### config.mk
export PLATFORM = sky130hd
export DESIGN_NAME = mmio_game_sequencer_flat
export DESIGN_NICKNAME = d
export VERILOG_FILES = /design/src/rtl/mmio_game_sequencer_if.sv /design/src/rtl/mmio_game_sequencer.sv /design/src/flat_wrapper.sv
export SDC_FILE = /design/constraint.sdc
export NUM_CORES = 1
export LEC_CHECK = 0
export CORE_ASPECT_RATIO = 0.75
export CORE_MARGIN = 1
export CORE_UTILIZATION = 45
export CTS_BUF_LIST = sky130_fd_sc_hd__clkbuf_16
export DETAILED_ROUTE_END_ITERATION = 12
export PLACE_DENSITY = 0.78
export SLEW_MARGIN = 40
export SYNTH_ARGS = -nofsm -noshare
export SYNTH_HDL_FRONTEND = slang
export SYNTH_SLANG_ARGS = --single-unit
### constraint.sdc
create_clock -name clock -period 3.8 [get_ports clock]
set_clock_uncertainty 0.2 [all_clocks]
set_input_delay 0.76 -clock clock [delete_from_list [all_inputs] [get_ports clock]]
set_output_delay 0.76 -clock clock [all_outputs]
set_load 0.01 [all_outputs]
### src/rtl/mmio_game_sequencer_if.sv
// rtl/mmio_game_sequencer_if.sv - processor-side MMIO port between the game sequencer and the game MMIO block
//
// Purpose: groups the memory-mapped bus so the sequencer (master) and the
// MMIO block (slave) share one connection.
// Signals:
//   wren    master->slave  write enable, one cycle per write
//   address master->slave  17-bit MMIO address
//   data    master->slave  32-bit write data
//   q_data  slave->master  registered read data (one cycle after address)
interface mmio_game_sequencer_if;
    logic        wren;
    logic [16:0] address;
    logic [31:0] data;
    logic [31:0] q_data;

    modport master (output wren, output address, output data, input q_data);
    modport slave  (input wren, input address, input data, output q_data);
endinterface

### src/rtl/mmio_game_sequencer.sv
// rtl/mmio_game_sequencer.sv - hardware game loop driving the game MMIO block
//
// Purpose: polls the key, VGA-frame and pipe flags, clears them, runs bird
// physics and scoring, and writes status, bird height and score back over
// the MMIO port in place of the software loop.
// Ports:
//   clock, reset  system clock, asynchronous active-high reset
//   enable        run while high; parks in S_IDLE at the next step boundary
//   bus           MMIO master port (wren/address/data out, q_data in)
//   status        mirror of the last game_status written
//   score_o       mirror of the last score written
//   busy          high whenever not in S_IDLE
// Optional feature macro: SEQ_COLLISION_EN (pipe collision check after PIPE).
module mmio_game_sequencer #(
    parameter logic [7:0] JUMP_KEY = 8'h29,
    parameter int         GRAVITY  = 2,
    parameter int         JUMP_VEL = 12,
    parameter int         MAX_FALL = 16,
    parameter int         Y_MAX    = 480,
    parameter int         Y_INIT   = 240
) (
    input  logic                   clock,
    input  logic                   reset,
    input  logic                   enable,
    mmio_game_sequencer_if.master  bus,
    output logic [1:0]             status,
    output logic [7:0]             score_o,
    output logic                   busy
);

    localparam logic [1:0] ST_READY = 2'd0;
    localparam logic [1:0] ST_PLAY  = 2'd2;
    localparam logic [1:0] ST_OVER  = 2'd3;

    localparam logic signed [11:0] Y_TOP   = 12'(Y_MAX - 1);
    localparam logic signed [8:0]  VEL_MIN = 9'(-MAX_FALL);

    // Each bus read occupies an _A (address) and _W (wait) state; each
    // write occupies exactly one state.
    typedef enum logic [4:0] {
        S_IDLE,
`ifdef SEQ_COLLISION_EN
        C_PX_A, C_PX_W, C_PY_A, C_PY_W, C_ST,
`endif
        K_FLG_A, K_FLG_W, K_CODE_A, K_CODE_W, K_CLR, K_ST, K_SC,
        V_FLG_A, V_FLG_W, V_CLR, V_HGT, V_ST,
        P_FLG_A, P_FLG_W, P_SC, P_CLR
    } state_t;

    state_t state_q, state_d;

    logic [1:0]         status_q, status_d;
    logic [7:0]         score_q, score_d;
    logic signed [11:0] height_q, height_d;
    logic signed [7:0]  vel_q, vel_d;
    logic [7:0]         key_code_q, key_code_d;
`ifdef SEQ_COLLISION_EN
    logic signed [31:0] px_q, px_d;
`endif

    // Any nonzero flag word reads as set.
    logic flag_set;
    assign flag_set = (bus.q_data != 32'd0);

    // Physics step, evaluated combinationally and committed on V_CLR.
    logic signed [8:0]  vel_dec;
    logic signed [7:0]  vel_new;
    logic signed [11:0] h_sum;
    logic signed [11:0] h_new;
    logic signed [7:0]  v_new;
    always_comb begin
        vel_dec = {vel_q[7], vel_q} - 9'(GRAVITY);
        vel_new = (vel_dec < VEL_MIN) ? VEL_MIN[7:0] : vel_dec[7:0];
        h_sum   = height_q + {{4{vel_new[7]}}, vel_new};
        h_new   = h_sum;
        v_new   = vel_new;
        if (h_sum > Y_TOP) begin
            h_new = Y_TOP;
            v_new = 8'sd0;
        end else if (h_sum <= 12'sd0) begin
            h_new = 12'sd0;
        end
    end

`ifdef SEQ_COLLISION_EN
    localparam int BIRD_X   = 160;
    localparam int PIPE_W   = 40;
    localparam int PIPE_GAP = 120;

    logic signed [31:0] py;
    logic signed [31:0] h_ext;
    logic               hit;
    always_comb begin
        py    = $signed(bus.q_data);
        h_ext = {{20{height_q[11]}}, height_q};
        hit   = (px_q >= 32'(BIRD_X - PIPE_W)) && (px_q <= 32'(BIRD_X))
                && ((h_ext < py) || (h_ext > py + 32'(PIPE_GAP)));
    end
`endif

    // State register
    always_ff @(posedge clock or posedge reset) begin
        if (reset) begin
            state_q <= S_IDLE;
        end else begin
            state_q <= state_d;
        end
    end

    // Datapath registers
    always_ff @(posedge clock or posedge reset) begin
        if (reset) begin
            status_q   <= ST_READY;
            score_q    <= 8'd0;
            height_q   <= 12'(Y_INIT);
            vel_q      <= 8'sd0;
            key_code_q <= 8'd0;
`ifdef SEQ_COLLISION_EN
            px_q       <= 32'sd0;
`endif
        end else begin
            status_q   <= status_d;
            score_q    <= score_d;
            height_q   <= height_d;
            vel_q      <= vel_d;
            key_code_q <= key_code_d;
`ifdef SEQ_COLLISION_EN
            px_q       <= px_d;
`endif
        end
    end

    // Next-state and datapath update. enable is only sampled where a new
    // poll step would begin, so a step that has started always completes
    // its writes. status/score are committed on the edge that enters their
    // write state, so the mirrors change in the same cycle as the write.
    state_t key_entry, vga_entry, pipe_entry, after_pipe;
    always_comb begin
        key_entry  = enable ? K_FLG_A : S_IDLE;
        vga_entry  = enable ? V_FLG_A : S_IDLE;
        pipe_entry = enable ? P_FLG_A : S_IDLE;
`ifdef SEQ_COLLISION_EN
        after_pipe = (status_q == ST_PLAY) ? (enable ? C_PX_A : S_IDLE) : key_entry;
`else
        after_pipe = key_entry;
`endif

        state_d    = state_q;
        status_d   = status_q;
        score_d    = score_q;
        height_d   = height_q;
        vel_d      = vel_q;
        key_code_d = key_code_q;
`ifdef SEQ_COLLISION_EN
        px_d       = px_q;
`endif

        case (state_q)
            S_IDLE:   if (enable) state_d = K_FLG_A;
            K_FLG_A:  state_d = K_FLG_W;
            K_FLG_W:  state_d = flag_set ? K_CODE_A : vga_entry;
            K_CODE_A: state_d = K_CODE_W;
            K_CODE_W: begin
                key_code_d = bus.q_data[7:0];
                state_d    = K_CLR;
            end
            K_CLR: begin
                state_d = vga_entry;
                if (key_code_q == JUMP_KEY) begin
                    case (status_q)
                        ST_READY: begin
                            status_d = ST_PLAY;
                            height_d = 12'(Y_INIT);
                            vel_d    = 8'sd0;
                            state_d  = K_ST;
                        end
                        ST_PLAY: vel_d = 8'(JUMP_VEL);
                        ST_OVER: begin
                            status_d = ST_READY;
                            state_d  = K_ST;
                        end
                        default: ;
                    endcase
                end
            end
            // A game start is followed by the score reset write.
            K_ST: begin
                if (status_q == ST_PLAY) begin
                    score_d = 8'd0;
                    state_d = K_SC;
                end else begin
                    state_d = vga_entry;
                end
            end
            K_SC:     state_d = vga_entry;
            V_FLG_A:  state_d = V_FLG_W;
            V_FLG_W:  state_d = flag_set ? V_CLR : pipe_entry;
            V_CLR: begin
                if (status_q == ST_PLAY) begin
                    height_d = h_new;
                    vel_d    = v_new;
                    state_d  = V_HGT;
                end else begin
                    state_d = pipe_entry;
                end
            end
            // Height 0 after a physics step can only come from the floor clamp.
            V_HGT: begin
                if (height_q == 12'sd0) begin
                    status_d = ST_OVER;
                    state_d  = V_ST;
                end else begin
                    state_d = pipe_entry;
                end
            end
            V_ST:     state_d = pipe_entry;
            P_FLG_A:  state_d = P_FLG_W;
            P_FLG_W: begin
                if (!flag_set) begin
                    state_d = after_pipe;
                end else if (status_q == ST_PLAY) begin
                    score_d = (score_q == 8'hFF) ? 8'hFF : score_q + 8'd1;
                    state_d = P_SC;
                end else begin
                    state_d = P_CLR;
                end
            end
            P_SC:     state_d = P_CLR;
            P_CLR:    state_d = after_pipe;
`ifdef SEQ_COLLISION_EN
            C_PX_A:   state_d = C_PX_W;
            C_PX_W: begin
                px_d    = $signed(bus.q_data);
                state_d = C_PY_A;
            end
            C_PY_A:   state_d = C_PY_W;
            C_PY_W: begin
                if (hit) begin
                    status_d = ST_OVER;
                    state_d  = C_ST;
                end else begin
                    state_d = key_entry;
                end
            end
            C_ST:     state_d = key_entry;
`endif
            default:  state_d = S_IDLE;
        endcase
    end

    // Bus outputs decoded from the state
    always_comb begin
        bus.wren    = 1'b0;
        bus.address = 17'd0;
        bus.data    = 32'd0;
        case (state_q)
            K_FLG_A, K_FLG_W:   bus.address = 17'd6001;
            K_CODE_A, K_CODE_W: bus.address = 17'd6003;
            K_CLR: begin bus.wren = 1'b1; bus.address = 17'd6001; end
            K_ST, V_ST: begin
                bus.wren = 1'b1; bus.address = 17'd5000; bus.data = {30'd0, status_q};
            end
            K_SC, P_SC: begin
                bus.wren = 1'b1; bus.address = 17'd5002; bus.data = {24'd0, score_q};
            end
            V_FLG_A, V_FLG_W:   bus.address = 17'd6002;
            V_CLR: begin bus.wren = 1'b1; bus.address = 17'd6002; end
            V_HGT: begin
                bus.wren = 1'b1; bus.address = 17'd5001; bus.data = {20'd0, height_q};
            end
            P_FLG_A, P_FLG_W:   bus.address = 17'd6000;
            P_CLR: begin bus.wren = 1'b1; bus.address = 17'd6000; end
`ifdef SEQ_COLLISION_EN
            C_PX_A, C_PX_W:     bus.address = 17'd5003;
            C_PY_A, C_PY_W:     bus.address = 17'd5004;
            C_ST: begin
                bus.wren = 1'b1; bus.address = 17'd5000; bus.data = {30'd0, status_q};
            end
`endif
            default: ;
        endcase
        status  = status_q;
        score_o = score_q;
        busy    = (state_q != S_IDLE);
    end

endmodule
### src/flat_wrapper.sv
// flat-port wrapper written by rule: the top's interface ports become plain ports
module mmio_game_sequencer_flat 
#(
    parameter logic [7:0] JUMP_KEY = 8'h29,
    parameter int         GRAVITY  = 2,
    parameter int         JUMP_VEL = 12,
    parameter int         MAX_FALL = 16,
    parameter int         Y_MAX    = 480,
    parameter int         Y_INIT   = 240
)
  (clock, reset, enable, status, score_o, busy, bus_wren, bus_address, bus_data, bus_q_data);
  mmio_game_sequencer_if bus_i ();
  input  logic clock;
  input  logic reset;
  input  logic enable;
  output logic [1:0] status;
  output logic [7:0] score_o;
  output logic busy;
  output wire logic [$bits(bus_i.wren)-1:0] bus_wren;
  output wire logic [$bits(bus_i.address)-1:0] bus_address;
  output wire logic [$bits(bus_i.data)-1:0] bus_data;
  input wire logic [$bits(bus_i.q_data)-1:0] bus_q_data;
  assign bus_wren = bus_i.wren;
  assign bus_address = bus_i.address;
  assign bus_data = bus_i.data;
  assign bus_i.q_data = bus_q_data;
  mmio_game_sequencer #(.JUMP_KEY(JUMP_KEY), .GRAVITY(GRAVITY), .JUMP_VEL(JUMP_VEL), .MAX_FALL(MAX_FALL), .Y_MAX(Y_MAX), .Y_INIT(Y_INIT)) u_core (.clock(clock), .reset(reset), .enable(enable), .bus(bus_i), .status(status), .score_o(score_o), .busy(busy));
endmodule
# --- Word level (Yosys, flattened, before mapping) ---
# Index checks and enable logic that the tools add are counted.
word_totals:
  out_inout_bits: 61
  wordCells: 100
  input_bits: 35
  reg_bits: 43
op_classes:
  muxes: 38
  reduce_logical: 20
  order_cmp: 3
  n_eq_ne: 30
  addsub: 3
op_table:
  columns: ["op", "n"]
  rows:
  - ["one-hot mux 13 bit (7 select lines)", 1]
  - ["one-hot mux 5 bit (17 select lines)", 1]
  - ["2-to-1 mux 8 bit", 8]
  - ["2-to-1 mux 12 bit", 5]
  - ["2-to-1 mux 5 bit", 10]
  - ["one-hot mux 8 bit (2 select lines)", 3]
  - ["== test 5 x 4 -> 1 bit (second input constant)", 8]
  - ["one-hot mux 12 bit (3 select lines)", 1]
  - ["nonzero test 32 bit", 1]
  - ["one-hot mux 12 bit (2 select lines)", 1]
  - ["== test 5 x 3 -> 1 bit (second input constant)", 4]
  - ["AND reduction 4 bit", 4]
  - ["adder 12 bit", 1]
  - ["greater-than comparator 12 x 10 -> 1 bit (second input constant)", 1]
  - ["<= comparator 12 x 1 -> 1 bit (second input constant)", 1]
  - ["logical NOT 12 bit", 1]
  - ["!= test 2 x 1 -> 1 bit (second input constant)", 6]
  - ["== test 5 x 2 -> 1 bit (second input constant)", 2]
  - ["< comparator 9 x 5 -> 1 bit (second input constant)", 1]
  - ["OR reduction 3 bit", 3]
  - ["subtractor 8 x 3 -> 9 bit (second input constant)", 1]
  - ["adder 8 x 1 -> 8 bit (second input constant)", 1]
  - ["== test 8 x 6 -> 1 bit (second input constant)", 1]
  - ["== test 8 bit (second input constant)", 1]
  - ["other kinds (16)", 27]

# --- Logic depth before layout (Yosys ltp) ---
depth:
  word_depth: 9
  ltp_mapped: 16
  ltp_nobuf: 16

# --- Worst setup path before layout ---
# No wires, ideal clock.
synth_path:
  path_type: "register to register"
  start: "reg u_core.vel_q[1]"
  end: "reg u_core.vel_q[0]"
  path_stages_with_launch: 16
  slack_ns: 0.142
  setup_time_ns: 0.132
  required_time_ns: 3.468
  arrival_time_ns: 3.326
  n_path_buf: 0
  synth_period_minus_slack_ns: 3.658
  path_cell_list: "dfrtp_1 -> inv_1 -> ha_1 -> nand2b_1 -> a41oi_1 -> o31ai_1 -> o21ai_0 -> nand2b_1 -> ha_1 -> a21o_1 -> o21bai_1 -> a41oi_1 -> a2111oi_2 -> a311o_2 -> a21boi_2 -> o21ai_0"
synth_via:
  elab_chain_cells: 8
synth_rtl:
  columns: ["item", "line_no", "text"]
  rows:
  - ["from (decl)", "mmio_game_sequencer.sv:55", "logic signed [7:0] vel_q, vel_d;"]
  - ["from (signal assigned)", "mmio_game_sequencer.sv:125", "vel_q <= vel_d;"]
  - ["subtractor 8 x 3 -> 9 bit (*)", "mmio_game_sequencer.sv:72", "vel_dec = {vel_q[7], vel_q} - 9'(GRAVITY);"]
  - ["< comparator 9 x 5 -> 1 bit", "mmio_game_sequencer.sv:73", "vel_new = (vel_dec < VEL_MIN) ? VEL_MIN[7:0] : vel_dec[7:0];"]
  - ["2-to-1 mux 8 bit (*)", "mmio_game_sequencer.sv:73", null]
  - ["adder 12 bit", "mmio_game_sequencer.sv:74", "h_sum = height_q + {{4{vel_new[7]}}, vel_new};"]
  - ["greater-than comparator 12 x 10 -> 1 bit", "mmio_game_sequencer.sv:77", "if (h_sum > Y_TOP) begin"]
  - ["2-to-1 mux 8 bit (*)", "mmio_game_sequencer.sv:77", null]
  - ["2-to-1 mux 8 bit (*)", "mmio_game_sequencer.sv:199", "if (status_q == ST_PLAY) begin"]
  - ["one-hot mux 8 bit (2 select lines) (*)", "mmio_game_sequencer.sv:158", "case (state_q)"]
# Mark *: on every way between the ends. The rest lies on a longest branch, timed or not. The select of a mux whose other input is x is not followed.
# A chain may end at the register's enable or synchronous reset.

# --- Worst setup path in the final report ---
layout_path:
  start: "reg u_core.vel_q[1]"
  end: "reg u_core.vel_q[5]"
# The elaborated chain is that of the path after synthesis.

==> impl_metrics.toml <==
[run_status]
status = "finished clean"

[synth]
synthSimpleGateAreaFrac_pct = 24.3
synth-xor-area-share_pct = 2.36
ys_seq_area_share_pct = 29.2
yosysWarnings = 0
async_flop_share_pct = 100
synth_top_family_by_area = "compound AO/OA/AOI/OAI gates"
synth_cells = 460
synth_fa_ha_area_share_pct = 6.28
yosysUniqueCellTypes = 71
synthMuxAreaShare_pct = 2.97
synth-seq-cells = 43
synth_edf_count = 0
syn-cell-area_sq_um = 3710
avgSynthCellArea_sq_um = 8.06
synth-compound-area-share_pct = 24.5
yosys_most_used_dff = "dfrtp_1"

[global_routing]
gr-total-overflow = 0
grt_max_degree = 44
grt_pass1_wl_um = 16700
grt_pass1_vias = 3468
grt_usage_pct = 24.7
antenna_found_initial = 0

[die]
dieArea_sq_um = 8610
rows = 28
die_w_um = 107
core-area_sq_um = 7950
start_util_pct = 46.6
io_pins = 96
die_y_um = 80.6

[clocking]
cts_tree = "yes"
cts_sinks = 43
cts_max_path_buffers = 2
cts_htree_levels = 2
insertion_delay_ns = 0.30
cts-buffers-inserted = 5
clkSlewWorstSetupHoldPaths_ns = 0.06
clockRootBuffer = "clkbuf_16"

[detailed_routing]
route.detailed.drc = 0
routed_wl_um = 10900
detail_route.iter0.violations = 338
first_pass_iters = 5
routedWlPerCell_um = 16.6
ant_nets = 0
avgViaCountPerCell = 5.93
vias = 3889

[timing]
setup_slack_ns = 0.0462
maxSlewViolCount = 0
rsz0062_at_grt = "yes"
final-hold-violation-count = 0
setup_viol = 0
worst_slew_pin_slew_ns = 0.704
slew-limit-headroom_pct = 52.4
fmax_mhz = 266
finalWorstPathRequiredPeriod_ns = 3.75
final.period_utilization_pct = 98.8
fin_hold_ws_ns = 0.290

[critical_path]
crit_fanout = 8
critical_path_arrival_ns = 3.72
start_kind = "flip-flop"
cpPeakStageDelay_ns = 0.46
ff2ff_path_depth = 13
required_ns = 3.77
critPathKind = "reg2reg"
crit_slowest_cell = "or3_1"
path_depth = 13
cp_cell_sequence = "buf_4 -> buf_4 -> o31a_1 -> or3_1 -> ha_4 -> o211ai_2 -> o211ai_2 -> a31oi_4 -> buf_4 -> and4_4 -> a311o_2 -> a21boi_4 -> o21ai_1"
cp.buffers_inverters = 3
crit_family = "compound AO/OA/AOI/OAI gates"
crit_path_frequent_cell = "buf_4"
endpoint_kind = "flip-flop"

[cells_and_area]
final_cell_mix = "clkdlybuf4s50_1 (69), nand2_1 (55), dfrtp_1 (36), nor2_1 (35), buf_4 (35)"
multiInputGateArea_sq_um = 2640
fillers = 658
nNetsFinal = 603
drive_gt1_share_pct = 20.3
fin_util_pct = 63.6
final_common_cell = "clkdlybuf4s50_1"
syn_to_final_growth_pct = 36.4
n_antenna_cell = 0
seq_area_sq_um = 1080

[placed_design]
io_buffer_count = 69
pre_cts_ws_ns = -0.274
gp_congestion = 0.927
dp_hpwl_um = 7930

[hold_path]
hold_path.class = "reg2reg"
hold-path-cell-count = 2

[flow_run]
maxCapViolations = 0
cell families after synthesis:
kind of cell / count (synthesis)
flops: 43
fa+ha+maj: 18
other cells: 1
compound gates: 131
buf+inv: 69
simple gates: 178
mux: 10
xor+xnor: 10
metrics by stage:
stage	setup TNS, ns	area [sq um]	cells
floorplan	0	3800	485
global placement	-0.496	4570	644
detailed placement	-3.77	4570	644
CTS	0	4790	653
global route	-0.190	5060	656
finish	0	5060	656
cell usage after synthesis, drive strengths merged, types with 5 or more instances:
master  number  share of area [%]
nand2       55                5.6
nor2        38                3.8
inv         21                2.1
a22o         5                1.2
nand3        7               0.94
nand4        5               0.84
nor3        13                1.8
o21ai       30                4.0
a21oi       33                4.6
buf         39                7.3
xnor2        8                1.9
mux2         8                2.4
o22ai        7                1.2
nand2b      13                2.2
a21o         7                1.5
and2         6                1.0
a211oi       5                1.1
dfrtp       39                 26
ha          17                5.7
nor4        15                2.9
clkbuf       9               0.91
nor2b        7                1.2
area by class of cell:
type	count	share of cell area (%)
clock buffer	5	2.47
inverter	21	1.56
timing repair buffer	106	19.3
clock inverter	3	0.470
sequential	43	21.4
tap	105	2.60
multi-input combinational	373	52.2
worst register-to-register path, stage by stage, from the launching register on:
cell and delay [ns]:
dfrtp_2 0.43, buf_4 0.14, buf_4 0.14, o31a_1 0.28, or3_1 0.46, ha_4 0.33, o211ai_2 0.11, o211ai_2 0.29
a31oi_4 0.16, buf_4 0.17, and4_4 0.19, a311o_2 0.34, a21boi_4 0.29, o21ai_1 0.10
per-layer routing:
layer / GRT usage (%) / part of all wire [%] / vias up
li1: - / - / 1806
met1: 34.5 / 43 / 1846
met2: 40.1 / 47 / 218
met3: 3.41 / 7.8 / 19
met4: 5.89 / 1.4 / 0
met5: 0 / 0 / -
flip-flops by register name, summed over array words and instances (netlist names):
| name | count |
|---|---|
| u_core.height_q | 12 |
| u_core.key_code_q | 8 |
| u_core.score_o | 8 |
| u_core.vel_q | 8 |
| u_core.state_q | 5 |
| u_core.status | 2 |
path summary, 6_finish.rpt:
check	startpoint	to	slack, ns
max in group asynchronous	reset	u_core.vel_q[3]	2.27
setup / recovery	u_core.vel_q[1]	u_core.vel_q[5]	0.05
hold / removal	u_core.vel_q[0]	u_core.vel_q[0]	0.29
setup reg to reg	u_core.vel_q[1]	u_core.vel_q[5]	0.05
hold reg to reg	u_core.vel_q[0]	u_core.vel_q[0]	0.29
min in group asynchronous	reset	u_core.key_code_q[3]	0.71
what timing repair did:
| item | 4_1_cts | 5_1_grt |
|---|---|---|
| pin swaps | 4 | 27 |
| setup endpoints to repair | 17 | 17 |
| setup buffers | 1 | 4 |
| resized for setup | 13 | 49 |
| hold buffers | 0 | 0 |
Power is not shown: default switching activity piles up to over one toggle a cycle in this logic, so the estimate is an artifact.
